[config.mk]
export PLATFORM = sky130hd
export DESIGN_NAME = mem_port_arbiter_flat
export DESIGN_NICKNAME = d
export VERILOG_FILES = /design/src/rtl/mem_port_arbiter_if.sv /design/src/rtl/mem_port_arbiter.sv /design/src/flat_wrapper.sv
export SDC_FILE = /design/constraint.sdc
export NUM_CORES = 1
export LEC_CHECK = 0
export BUFFER_PORTS_ARGS = -buffer_cell sky130_fd_sc_hd__buf_4
export CAP_MARGIN = 20
export CORE_UTILIZATION = 49
export CTS_CLUSTER_SIZE = 10
export DETAILED_ROUTE_END_ITERATION = 10
export PLACE_DENSITY_LB_ADDON = 0.3
export SKIP_CTS_REPAIR_TIMING = 1
export SLEW_MARGIN = 20
export SYNTH_ARGS = -nofsm -noshare
export SYNTH_HDL_FRONTEND = slang
export SYNTH_SLANG_ARGS = --single-unit
[constraint.sdc]
create_clock -name clk -period 4.71 [get_ports clk]
set_clock_uncertainty 0.1 [all_clocks]
set_input_delay 1.413 -clock clk [delete_from_list [all_inputs] [get_ports clk]]
set_output_delay 1.413 -clock clk [all_outputs]
set_load 0.01 [all_outputs]
[src/rtl/mem_port_arbiter_if.sv]
// Bundle of the requester, memory and response signals around the arbiter.
// The slave modport is the arbiter itself; the master modport is everything
// around it (IFU, LSU and the memory port).
interface mem_port_arbiter_if;
    logic        ifu_req_valid;
    logic        ifu_req_ready;
    logic [31:0] ifu_addr;
    logic        ifu_resp_valid;
    logic [31:0] ifu_rdata;

    logic        lsu_req_valid;
    logic        lsu_req_ready;
    logic [31:0] lsu_addr;
    logic        lsu_wen;
    logic [31:0] lsu_wdata;
    logic [7:0]  lsu_wmask;
    logic        lsu_resp_valid;
    logic [31:0] lsu_rdata;

    logic        mem_req_valid;
    logic        mem_req_ready;
    logic [31:0] mem_addr;
    logic        mem_wen;
    logic [31:0] mem_wdata;
    logic [7:0]  mem_wmask;
    logic        mem_resp_valid;
    logic [31:0] mem_rdata;

    modport master (
        output ifu_req_valid, ifu_addr,
        output lsu_req_valid, lsu_addr, lsu_wen, lsu_wdata, lsu_wmask,
        output mem_req_ready, mem_resp_valid, mem_rdata,
        input  ifu_req_ready, ifu_resp_valid, ifu_rdata,
        input  lsu_req_ready, lsu_resp_valid, lsu_rdata,
        input  mem_req_valid, mem_addr, mem_wen, mem_wdata, mem_wmask
    );

    modport slave (
        input  ifu_req_valid, ifu_addr,
        input  lsu_req_valid, lsu_addr, lsu_wen, lsu_wdata, lsu_wmask,
        input  mem_req_ready, mem_resp_valid, mem_rdata,
        output ifu_req_ready, ifu_resp_valid, ifu_rdata,
        output lsu_req_ready, lsu_resp_valid, lsu_rdata,
        output mem_req_valid, mem_addr, mem_wen, mem_wdata, mem_wmask
    );
endinterface

[src/rtl/mem_port_arbiter.sv]
// Shares the single physical-memory port between the instruction fetch unit
// (read-only) and the load/store unit. One transaction is in flight at a time.
// LSU wins by default; after LSU_STREAK back-to-back LSU grants with the IFU
// waiting, the IFU is forced through so it never starves.
module mem_port_arbiter #(
    parameter int LSU_STREAK = 4
) (
    input  logic                 clk,
    input  logic                 rst,
    mem_port_arbiter_if.slave    bus,
    output logic                 busy,
    output logic                 protocol_err
);

    localparam logic [1:0] IDLE  = 2'd0;
    localparam logic [1:0] ISSUE = 2'd1;
    localparam logic [1:0] WAIT  = 2'd2;
    localparam logic [1:0] RESP  = 2'd3;

    localparam logic [3:0] STREAK_MAX = 4'(LSU_STREAK);

    logic [1:0]  state;
    logic [3:0]  streak;
    logic        owner_lsu;
    logic [31:0] addr_q;
    logic        wen_q;
    logic [31:0] wdata_q;
    logic [7:0]  wmask_q;
    logic [31:0] ifu_rdata_q;
    logic [31:0] lsu_rdata_q;
    logic        err_q;

    logic        lsu_wins;
    logic        ifu_wins;
    logic        grant_lsu;
    logic        grant_ifu;

    // Pick the winner of the port; grants only exist in IDLE and never while reset is held.
    always_comb begin
        lsu_wins  = bus.lsu_req_valid && !(bus.ifu_req_valid && (streak == STREAK_MAX));
        ifu_wins  = bus.ifu_req_valid && !lsu_wins;
        grant_lsu = (state == IDLE) && !rst && lsu_wins;
        grant_ifu = (state == IDLE) && !rst && ifu_wins;
    end

    assign bus.ifu_req_ready  = grant_ifu;
    assign bus.lsu_req_ready  = grant_lsu;
    assign bus.mem_req_valid  = (state == ISSUE);
    assign bus.mem_addr       = addr_q;
    assign bus.mem_wen        = wen_q;
    assign bus.mem_wdata      = wdata_q;
    assign bus.mem_wmask      = wmask_q;
    assign bus.ifu_resp_valid = (state == RESP) && !owner_lsu;
    assign bus.lsu_resp_valid = (state == RESP) && owner_lsu;
    assign bus.ifu_rdata      = ifu_rdata_q;
    assign bus.lsu_rdata      = lsu_rdata_q;
    assign busy               = (state != IDLE);
    assign protocol_err       = err_q;

    // Transaction FSM: latch the winner's request, issue it, wait for the reply, pulse the owner.
    always_ff @(posedge clk) begin
        if (rst) begin
            state       <= IDLE;
            owner_lsu   <= 1'b0;
            addr_q      <= '0;
            wen_q       <= 1'b0;
            wdata_q     <= '0;
            wmask_q     <= '0;
            ifu_rdata_q <= '0;
            lsu_rdata_q <= '0;
        end else begin
            case (state)
                IDLE: begin
                    if (grant_lsu) begin
                        owner_lsu <= 1'b1;
                        addr_q    <= bus.lsu_addr;
                        wen_q     <= bus.lsu_wen;
                        wdata_q   <= bus.lsu_wdata;
                        wmask_q   <= bus.lsu_wmask;
                        state     <= ISSUE;
                    end else if (grant_ifu) begin
                        owner_lsu <= 1'b0;
                        addr_q    <= bus.ifu_addr;
                        wen_q     <= 1'b0;
                        wdata_q   <= '0;
                        wmask_q   <= '0;
                        state     <= ISSUE;
                    end
                end
                ISSUE: begin
                    if (bus.mem_req_ready) begin
                        state <= WAIT;
                    end
                end
                WAIT: begin
                    if (bus.mem_resp_valid) begin
                        state <= RESP;
                        if (!owner_lsu) begin
                            ifu_rdata_q <= bus.mem_rdata;
                        end else if (!wen_q) begin
                            lsu_rdata_q <= bus.mem_rdata;
                        end
                    end
                end
                RESP: begin
                    state <= IDLE;
                end
                default: begin
                    state <= IDLE;
                end
            endcase
        end
    end

    // Count consecutive LSU grants that made a waiting IFU lose, saturating at the limit.
    always_ff @(posedge clk) begin
        if (rst) begin
            streak <= '0;
        end else if (grant_lsu) begin
            if (bus.ifu_req_valid) begin
                if (streak != STREAK_MAX) begin
                    streak <= streak + 4'd1;
                end
            end else begin
                streak <= '0;
            end
        end else if (grant_ifu) begin
            streak <= '0;
        end
    end

    // Flag any memory response that arrives when no transaction is waiting for one.
    always_ff @(posedge clk) begin
        if (rst) begin
            err_q <= 1'b0;
        end else if (bus.mem_resp_valid && (state != WAIT)) begin
            err_q <= 1'b1;
        end
    end

endmodule
[src/flat_wrapper.sv]
// flat-port wrapper written by rule: the top's interface ports become plain ports
module mem_port_arbiter_flat 
#(
    parameter int LSU_STREAK = 4
)
  (clk, rst, busy, protocol_err, bus_ifu_req_valid, bus_ifu_addr, bus_lsu_req_valid, bus_lsu_addr, bus_lsu_wen, bus_lsu_wdata, bus_lsu_wmask, bus_mem_req_ready, bus_mem_resp_valid, bus_mem_rdata, bus_ifu_req_ready, bus_ifu_resp_valid, bus_ifu_rdata, bus_lsu_req_ready, bus_lsu_resp_valid, bus_lsu_rdata, bus_mem_req_valid, bus_mem_addr, bus_mem_wen, bus_mem_wdata, bus_mem_wmask);
  mem_port_arbiter_if bus_i ();
  input  logic clk;
  input  logic rst;
  output logic busy;
  output logic protocol_err;
  input wire logic [$bits(bus_i.ifu_req_valid)-1:0] bus_ifu_req_valid;
  input wire logic [$bits(bus_i.ifu_addr)-1:0] bus_ifu_addr;
  input wire logic [$bits(bus_i.lsu_req_valid)-1:0] bus_lsu_req_valid;
  input wire logic [$bits(bus_i.lsu_addr)-1:0] bus_lsu_addr;
  input wire logic [$bits(bus_i.lsu_wen)-1:0] bus_lsu_wen;
  input wire logic [$bits(bus_i.lsu_wdata)-1:0] bus_lsu_wdata;
  input wire logic [$bits(bus_i.lsu_wmask)-1:0] bus_lsu_wmask;
  input wire logic [$bits(bus_i.mem_req_ready)-1:0] bus_mem_req_ready;
  input wire logic [$bits(bus_i.mem_resp_valid)-1:0] bus_mem_resp_valid;
  input wire logic [$bits(bus_i.mem_rdata)-1:0] bus_mem_rdata;
  output wire logic [$bits(bus_i.ifu_req_ready)-1:0] bus_ifu_req_ready;
  output wire logic [$bits(bus_i.ifu_resp_valid)-1:0] bus_ifu_resp_valid;
  output wire logic [$bits(bus_i.ifu_rdata)-1:0] bus_ifu_rdata;
  output wire logic [$bits(bus_i.lsu_req_ready)-1:0] bus_lsu_req_ready;
  output wire logic [$bits(bus_i.lsu_resp_valid)-1:0] bus_lsu_resp_valid;
  output wire logic [$bits(bus_i.lsu_rdata)-1:0] bus_lsu_rdata;
  output wire logic [$bits(bus_i.mem_req_valid)-1:0] bus_mem_req_valid;
  output wire logic [$bits(bus_i.mem_addr)-1:0] bus_mem_addr;
  output wire logic [$bits(bus_i.mem_wen)-1:0] bus_mem_wen;
  output wire logic [$bits(bus_i.mem_wdata)-1:0] bus_mem_wdata;
  output wire logic [$bits(bus_i.mem_wmask)-1:0] bus_mem_wmask;
  assign bus_i.ifu_req_valid = bus_ifu_req_valid;
  assign bus_i.ifu_addr = bus_ifu_addr;
  assign bus_i.lsu_req_valid = bus_lsu_req_valid;
  assign bus_i.lsu_addr = bus_lsu_addr;
  assign bus_i.lsu_wen = bus_lsu_wen;
  assign bus_i.lsu_wdata = bus_lsu_wdata;
  assign bus_i.lsu_wmask = bus_lsu_wmask;
  assign bus_i.mem_req_ready = bus_mem_req_ready;
  assign bus_i.mem_resp_valid = bus_mem_resp_valid;
  assign bus_i.mem_rdata = bus_mem_rdata;
  assign bus_ifu_req_ready = bus_i.ifu_req_ready;
  assign bus_ifu_resp_valid = bus_i.ifu_resp_valid;
  assign bus_ifu_rdata = bus_i.ifu_rdata;
  assign bus_lsu_req_ready = bus_i.lsu_req_ready;
  assign bus_lsu_resp_valid = bus_i.lsu_resp_valid;
  assign bus_lsu_rdata = bus_i.lsu_rdata;
  assign bus_mem_req_valid = bus_i.mem_req_valid;
  assign bus_mem_addr = bus_i.mem_addr;
  assign bus_mem_wen = bus_i.mem_wen;
  assign bus_mem_wdata = bus_i.mem_wdata;
  assign bus_mem_wmask = bus_i.mem_wmask;
  mem_port_arbiter #(.LSU_STREAK(LSU_STREAK)) u_core (.clk(clk), .rst(rst), .bus(bus_i), .busy(busy), .protocol_err(protocol_err));
endmodule
==> results of run 1 <==
-- kinds of logic (layout without fill, tap and decap cells) --
| family | Yosys count | count (layout) |
|---|---|---|
| AOI/OAI and AO/OA | 223 | 223 |
| DFF | 145 | 145 |
| adders and majority gates | 7 | 7 |
| buffers and inverters | 71 | 340 |
| and+or+nand+nor | 201 | 201 |
| muxes | 33 | 33 |
-- through the flow --
step / cell area [sq um] / std cells
finish: 8539 / 1092
global placement: 7905 / 1060
global route: 8539 / 1092
detailed placement: 7905 / 1060
floorplan: 5812 / 680
CTS: 8537 / 1092
-- power groups by stage --
stage	logic, mW	clock network, mW	registers, mW
6_report	1.05	1.44	1.48
5_1_grt	1.14	1.51	1.50
4_1_cts	1.06	1.45	1.48
3_5_place_dp	1.05	0	1.51
3_3_place_gp	1.03	0	1.50
2_1_floorplan	0.538	0	1.57
-- flip-flops by register name (all words and copies together) (netlist names) --
name,cells
u_core.bus.ifu_rdata,32
u_core.bus.lsu_rdata,32
u_core.bus.mem_addr,32
u_core.bus.mem_wdata,32
u_core.bus.mem_wen,1
u_core.bus.mem_wmask,8
u_core.owner_lsu,1
u_core.protocol_err,1
u_core.state,2
u_core.streak,4
-- layer usage --
layer	vias to the layer above	global-route usage
met5	-	0
met4	0	0.1413
met3	47	0.08967
met2	256	0.4737
met1	2698	0.3129
li1	2873	-
-- cell usage after synthesis (2+ instances only) --
cell type / number
dfxtp_1: 145
nand3b_1: 2
ha_1: 7
nand4b_1: 4
o22ai_1: 2
nand2_1: 136
buf_2: 16
clkbuf_1: 37
inv_1: 8
and4b_1: 2
o21ai_0: 43
mux2i_1: 33
buf_12: 3
a21oi_1: 139
buf_6: 6
nor2_1: 3
nor2b_1: 2
and3b_1: 3
o31ai_1: 32
nand3_1: 43
-- layout make-up --
class / instances / area share
clock buffer: 23 / 0.05597
multi-input combinational: 464 / 0.2968
timing repair buffer: 299 / 0.2643
sequential: 145 / 0.3399
clock inverter: 9 / 0.01802
inverter: 9 / 0.003956
tap: 143 / 0.02095
-- worst min-delay path, delay by kind of cell (launching register included) --
kind	cells	cell delay [ns]
AND/OR/NAND/NOR	1	0.05
flip-flops	1	0.31
AO/OA/AOI/OAI	1	0.05
-- path summary, 6_finish.rpt --
check | depth (start not counted) | to | startpoint | slack (ns)
setup / recovery | 4 | bus_ifu_req_ready | rst | 0.97
hold / removal | 2 | u_core.bus.lsu_rdata[6] | u_core.bus.lsu_rdata[6] | 0.35
setup reg to reg | 6 | u_core.bus.mem_addr[12] | u_core.state[1] | 2.50
hold reg to reg | 2 | u_core.bus.lsu_rdata[6] | u_core.bus.lsu_rdata[6] | 0.35
==> qor.json, run 1 <==
{
  "nNetsFinal": {"value": 1086},
  "critical_path_arrival": {"value": 2.23, "unit": "ns"},
  "startpoint_type": {"value": "primary input"},
  "post-synth-top-area-fraction": {"value": 0.4995},
  "critPathMostFrequentCell": {"value": "buf_4"},
  "bufs_on_longest_clock_path": {"value": 2},
  "postLayoutSetupSlackWorst": {"value": 0.9669, "unit": "ns"},
  "place.port_buffers": {"value": 286},
  "post_drt_wl_per_cell": {"value": 15.83, "unit": "microns"},
  "cts-root-buf": {"value": "clkbuf_16"},
  "count_of_buffering_cells_on_the_critical_path_with_inverters_included": {"value": 2},
  "drt_first_pass_iters": {"value": 4},
  "area_of_combinational_cells_with_multiple_inputs": {"value": 2535, "unit": "sq um"},
  "setup.worst_path.class": {"value": "in2out"},
  "p_seq_frac": {"value": 0.373},
  "n_antenna_cell": {"value": 0},
  "syn_area_per_cell": {"value": 8.547, "unit": "sq um"},
  "floorplan.initialDensity": {"value": 0.5068},
  "synth_compound_gate_area_share": {"value": 0.2099},
  "final_min_period_over_clock_period": {"value": 0.7947},
  "pwr-share-comb": {"value": 0.265},
  "area_delta_synth_final": {"value": 46.93, "unit": "%"},
  "synthSimpleGateAreaFrac": {"value": 0.1533},
  "whs": {"value": 0.3522, "unit": "ns"},
  "period_minus_slack": {"value": 3.743, "unit": "ns"},
  "intPower": {"value": 2.812, "unit": "mW"},
  "grt_first_pass_wirelength": {"value": 27570, "unit": "microns"},
  "post_drt_via_cell_ratio": {"value": 5.379},
  "synth_xor_area_frac": {"value": 0},
  "fp-row-count": {"value": 39},
  "vdd.ir_drop.worst": {"value": 293.4, "unit": "uV"},
  "grt_antenna_before_repair": {"value": 0},
  "postRouteWirelength": {"value": 17290, "unit": "microns"},
  "crit_required": {"value": 3.20, "unit": "ns"},
  "grt-ovfl-total": {"value": 0},
  "crit_fanout": {"value": 27},
  "die_y": {"value": 110.9, "unit": "microns"},
  "synth-async-reset-ratio": {"value": 0},
  "clk_latency": {"value": 0.42, "unit": "ns"},
  "cell_chain_of_the_critical_path": {"value": "buf_4 > and3b_2 > a21boi_0 > buf_4"},
  "path_delay_family": {"value": "buffers and inverters"},
  "yosysTopAreaCell": {"value": "dfxtp_1"},
  "netSwitchingPower": {"value": 1.162, "unit": "mW"},
  "netlist_instances": {"value": 680},
  "gp_routability_congestion": {"value": 0.7894},
  "drv.max_cap_violation_count": {"value": 0},
  "route.layer.met1.wl": {"value": 6657, "unit": "microns"},
  "total_power": {"value": 3.974, "unit": "mW"},
  "clock-sinks": {"value": 145},
  "finalCoreUtilization": {"value": 0.7447},
  "cts-buffers-inserted": {"value": 17},
  "layout.cells.most_common": {"value": "buf_4"},
  "cts.reportedPaths.clkPinSlew": {"value": 0.06, "unit": "ns"},
  "power.share.switching": {"value": 0.2923},
  "synth_edf_count": {"value": 0},
  "synth.mux.area_fraction": {"value": 0.05684},
  "dieArea": {"value": 12300, "unit": "sq um"},
  "cts_tree": {"value": "done"},
  "ys_dominant_reg_cell": {"value": "dfxtp_1"},
  "run_status": {"value": "completed"},
  "drt_first_iter_violations": {"value": 434},
  "met2RoutedLength": {"value": 8627, "unit": "microns"},
  "worstMarginPinSlew": {"value": 0.9115, "unit": "ns"},
  "core_area": {"value": 11470, "unit": "sq um"},
  "power_density": {"value": 465.3, "unit": "nW/um^2"},
  "hold_viol_final": {"value": 0},
  "worst_path_largest_cell_delay": {"value": 0.27, "unit": "ns"},
  "power.share.clock": {"value": 0.362},
  "route.vias.total": {"value": 5874},
  "die_width": {"value": 110.9, "unit": "microns"},
  "slew_viol_final": {"value": 0},
  "fillcell_total": {"value": 900},
  "wl_met3": {"value": 1408, "unit": "microns"},
  "drive_gt1_frac": {"value": 0.3530},
  "number_of_h_tree_levels": {"value": 4},
  "groute.usage.overall": {"value": 0.2790},
  "synthesis.nets": {"value": 830},
  "fmax": {"value": 0.2672, "unit": "GHz"},
  "report.final.setup_viol": {"value": 0},
  "grt_max_degree": {"value": 90},
  "setup_total_negative_slack": {"value": 0, "unit": "ns"},
  "synth_top_family_by_area": {"value": "compound AO/OA/AOI/OAI gates"},
  "synth.yosys.warnings": {"value": 0},
  "first_global_vias": {"value": 5618},
  "drc": {"value": 0},
  "top_signal_layer_used": {"value": "met4"},
  "final_cell_mix": {"value": "buf_4 (298), dfxtp_1 (145), a21oi_1 (139)"},
  "ant_nets": {"value": 0},
  "timing.hold.worst.class": {"value": "reg2reg"},
  "grt_setup_unrepaired": {"value": "no"},
  "ranking_of_synthesized_cells_by_area": {"value": "dfxtp_1 (50%), a21oi_1 (12%), nand2_1 (8.8%), mux2i_1 (5.7%), o31ai_1 (4.1%)"},
  "critical_path.endpoint_type": {"value": "primary output"},
  "ios": {"value": 287},
  "yosys.area_share.adder": {"value": 0.01507},
  "seq_area_frac_synth": {"value": 0.4995},
  "yosys.cell_types.count": {"value": 34},
  "area.sequential": {"value": 2903, "unit": "sq um"},
  "worst_slew_margin_rel": {"value": 0.3923},
  "cpMaxStageDelayCell": {"value": "and3b_2"},
  "yosys_register_bits": {"value": 145},
  "p_leak": {"value": 3.653, "unit": "nW"},
  "dp_worst_setup_slack": {"value": 0.9763, "unit": "ns"},
  "half_perimeter_wire_length_after_detailed_placement": {"value": 11690, "unit": "microns"},
  "mappedNetlistArea": {"value": 5812, "unit": "sq um"}
}
No activity file was read; power rests on OpenSTA's default activity.
==> inputs of run 2 (changes only) <==
--- a/config.mk
+++ b/config.mk
@@ -7,7 +7,7 @@
 export LEC_CHECK = 0
 export BUFFER_PORTS_ARGS = -buffer_cell sky130_fd_sc_hd__buf_4
 export CAP_MARGIN = 20
-export CORE_UTILIZATION = 49
+export CORE_UTILIZATION = 41
 export CTS_CLUSTER_SIZE = 10
 export DETAILED_ROUTE_END_ITERATION = 10
 export PLACE_DENSITY_LB_ADDON = 0.3
==> constraint.sdc (replaced) <==
create_clock -name clk -period 3.26 [get_ports clk]
set_clock_uncertainty 0.1 [all_clocks]
set_input_delay 0.978 -clock clk [delete_from_list [all_inputs] [get_ports clk]]
set_output_delay 0.978 -clock clk [all_outputs]
set_load 0.01 [all_outputs]
==> qor.json, run 2 (synthesized netlist as in run 1, its figures left out) <==
{
  "report.final.setup_viol": {"value": 0},
  "count_of_buffering_cells_on_the_critical_path_with_inverters_included": {"value": 2},
  "post_drt_wl_per_cell": {"value": 15.03, "unit": "microns"},
  "core_area": {"value": 13880, "unit": "sq um"},
  "slew_viol_final": {"value": 0},
  "drive_gt1_frac": {"value": 0.3557},
  "critical_path.endpoint_type": {"value": "primary output"},
  "layout.cells.most_common": {"value": "buf_4"},
  "grt_antenna_before_repair": {"value": 0},
  "groute.usage.overall": {"value": 0.2271},
  "gp_routability_congestion": {"value": 0.7573},
  "crit_required": {"value": 2.18, "unit": "ns"},
  "drt_first_pass_iters": {"value": 6},
  "run_status": {"value": "completed"},
  "worst_slew_margin_rel": {"value": 0.5925},
  "worst-r2r-cell-count": {"value": 6},
  "dp_worst_setup_slack": {"value": 0.4349, "unit": "ns"},
  "ant_nets": {"value": 0},
  "finalCoreUtilization": {"value": 0.6184},
  "total_power": {"value": 5.640, "unit": "mW"},
  "startpoint_type": {"value": "primary input"},
  "dieArea": {"value": 14660, "unit": "sq um"},
  "cell_chain_of_the_critical_path": {"value": "buf_4 > nand4b_1 > a21boi_0 > buf_4"},
  "p_leak": {"value": 3.665, "unit": "nW"},
  "drc": {"value": 0},
  "path_delay_family": {"value": "buffers and inverters"},
  "bufs_on_longest_clock_path": {"value": 2},
  "fp-row-count": {"value": 43},
  "holdPathStages": {"value": 2},
  "area_delta_synth_final": {"value": 47.69, "unit": "%"},
  "cts-buffers-inserted": {"value": 17},
  "critical_path_arrival": {"value": 1.73, "unit": "ns"},
  "postRouteWirelength": {"value": 17030, "unit": "microns"},
  "setup_total_negative_slack": {"value": 0, "unit": "ns"},
  "place.port_buffers": {"value": 286},
  "whs": {"value": 0.3535, "unit": "ns"},
  "cts-root-buf": {"value": "clkbuf_16"},
  "grt_max_degree": {"value": 59},
  "cts.reportedPaths.clkPinSlew": {"value": 0.06, "unit": "ns"},
  "number_of_h_tree_levels": {"value": 4},
  "first_global_vias": {"value": 5268},
  "hold_viol_final": {"value": 0},
  "fmax": {"value": 0.3558, "unit": "GHz"},
  "crit_fanout": {"value": 8},
  "ios": {"value": 287},
  "postLayoutSetupSlackWorst": {"value": 0.4491, "unit": "ns"},
  "final_cell_mix": {"value": "buf_4 (302), dfxtp_1 (145), a21oi_1 (139)"},
  "grt_setup_unrepaired": {"value": "no"},
  "post_drt_via_cell_ratio": {"value": 5.105},
  "period_minus_slack": {"value": 2.811, "unit": "ns"},
  "worstMarginPinSlew": {"value": 0.6112, "unit": "ns"},
  "nNetsFinal": {"value": 1090},
  "n_antenna_cell": {"value": 0},
  "clk_latency": {"value": 0.41, "unit": "ns"},
  "route.vias.total": {"value": 5784},
  "cts_tree": {"value": "done"},
  "grt_first_pass_wirelength": {"value": 26250, "unit": "microns"},
  "final_min_period_over_clock_period": {"value": 0.8623},
  "floorplan.initialDensity": {"value": 0.4187},
  "clock-sinks": {"value": 145},
  "drv.max_cap_violation_count": {"value": 0},
  "power_density": {"value": 657.1, "unit": "nW/um^2"},
  "critPathMostFrequentCell": {"value": "buf_4"},
  "drt_first_iter_violations": {"value": 260},
  "timing.hold.worst.class": {"value": "reg2reg"},
  "path_depth": {"value": 4},
  "vdd.ir_drop.worst": {"value": 385.3, "unit": "uV"},
  "setup.worst_path.class": {"value": "in2out"},
  "die_width": {"value": 121.1, "unit": "microns"},
  "setup.reg_to_reg.worst_slack": {"value": 1.33, "unit": "ns"},
  "die_y": {"value": 121.1, "unit": "microns"},
  "fillcell_total": {"value": 1254},
  "worst_path_largest_cell_delay": {"value": 0.26, "unit": "ns"},
  "grt-ovfl-total": {"value": 0},
  "cpMaxStageDelayCell": {"value": "a21boi_0"},
  "half_perimeter_wire_length_after_detailed_placement": {"value": 11400, "unit": "microns"}
}
run 2: cell type report:
type / instances / area [sq um] / share of cell area
flip-flops and latches: 145 / 2903 / 0.3382
multi-input cells: 464 / 2532 / 0.2950
repair buffers: 303 / 2287 / 0.2665
clock buffers: 24 / 501.7 / 0.05845
well taps: 180 / 225.2 / 0.02624
clock inverters: 8 / 100.1 / 0.01166
inverters: 9 / 33.78 / 0.003936
run 2: worst paths after layout:
check / startpoint / end
worst max-delay path: bus_ifu_req_valid / bus_ifu_req_ready
worst min-delay path: u_core.bus.lsu_rdata[17] / u_core.bus.lsu_rdata[17]
worst max register to register: u_core.state[0] / u_core.bus.mem_addr[25]
worst min register to register: u_core.bus.lsu_rdata[17] / u_core.bus.lsu_rdata[17]
run 2: per-layer routing:
| metal | track usage | part of all wire | vias up |
|---|---|---|---|
| li1 | - | - | 2888 |
| met3 | 0.08835 | 0.088 | 28 |
| met5 | 0 | 0 | - |
| met2 | 0.3779 | 0.49 | 208 |
| met4 | 0.08796 | 0.024 | 0 |
| met1 | 0.2610 | 0.40 | 2660 |
run 2: power by group:
group / internal [mW] / switching [mW]
Clock: 1.23 / 0.739
Combinational: 0.724 / 0.815
Sequential: 2.01 / 0.120
run 2: stage by stage:
step | instance area (sq um) | instances
floorplan | 5812 | 680
global placement | 7981 | 1101
detailed placement | 7981 | 1101
CTS | 8583 | 1133
global route | 8583 | 1133
finish | 8583 | 1133
run 2: worst min-delay path, cell delays in order, from the launching register on:
cell and delay [ns]:
dfxtp_1 0.31, nand2_1 0.05, a21oi_1 0.05
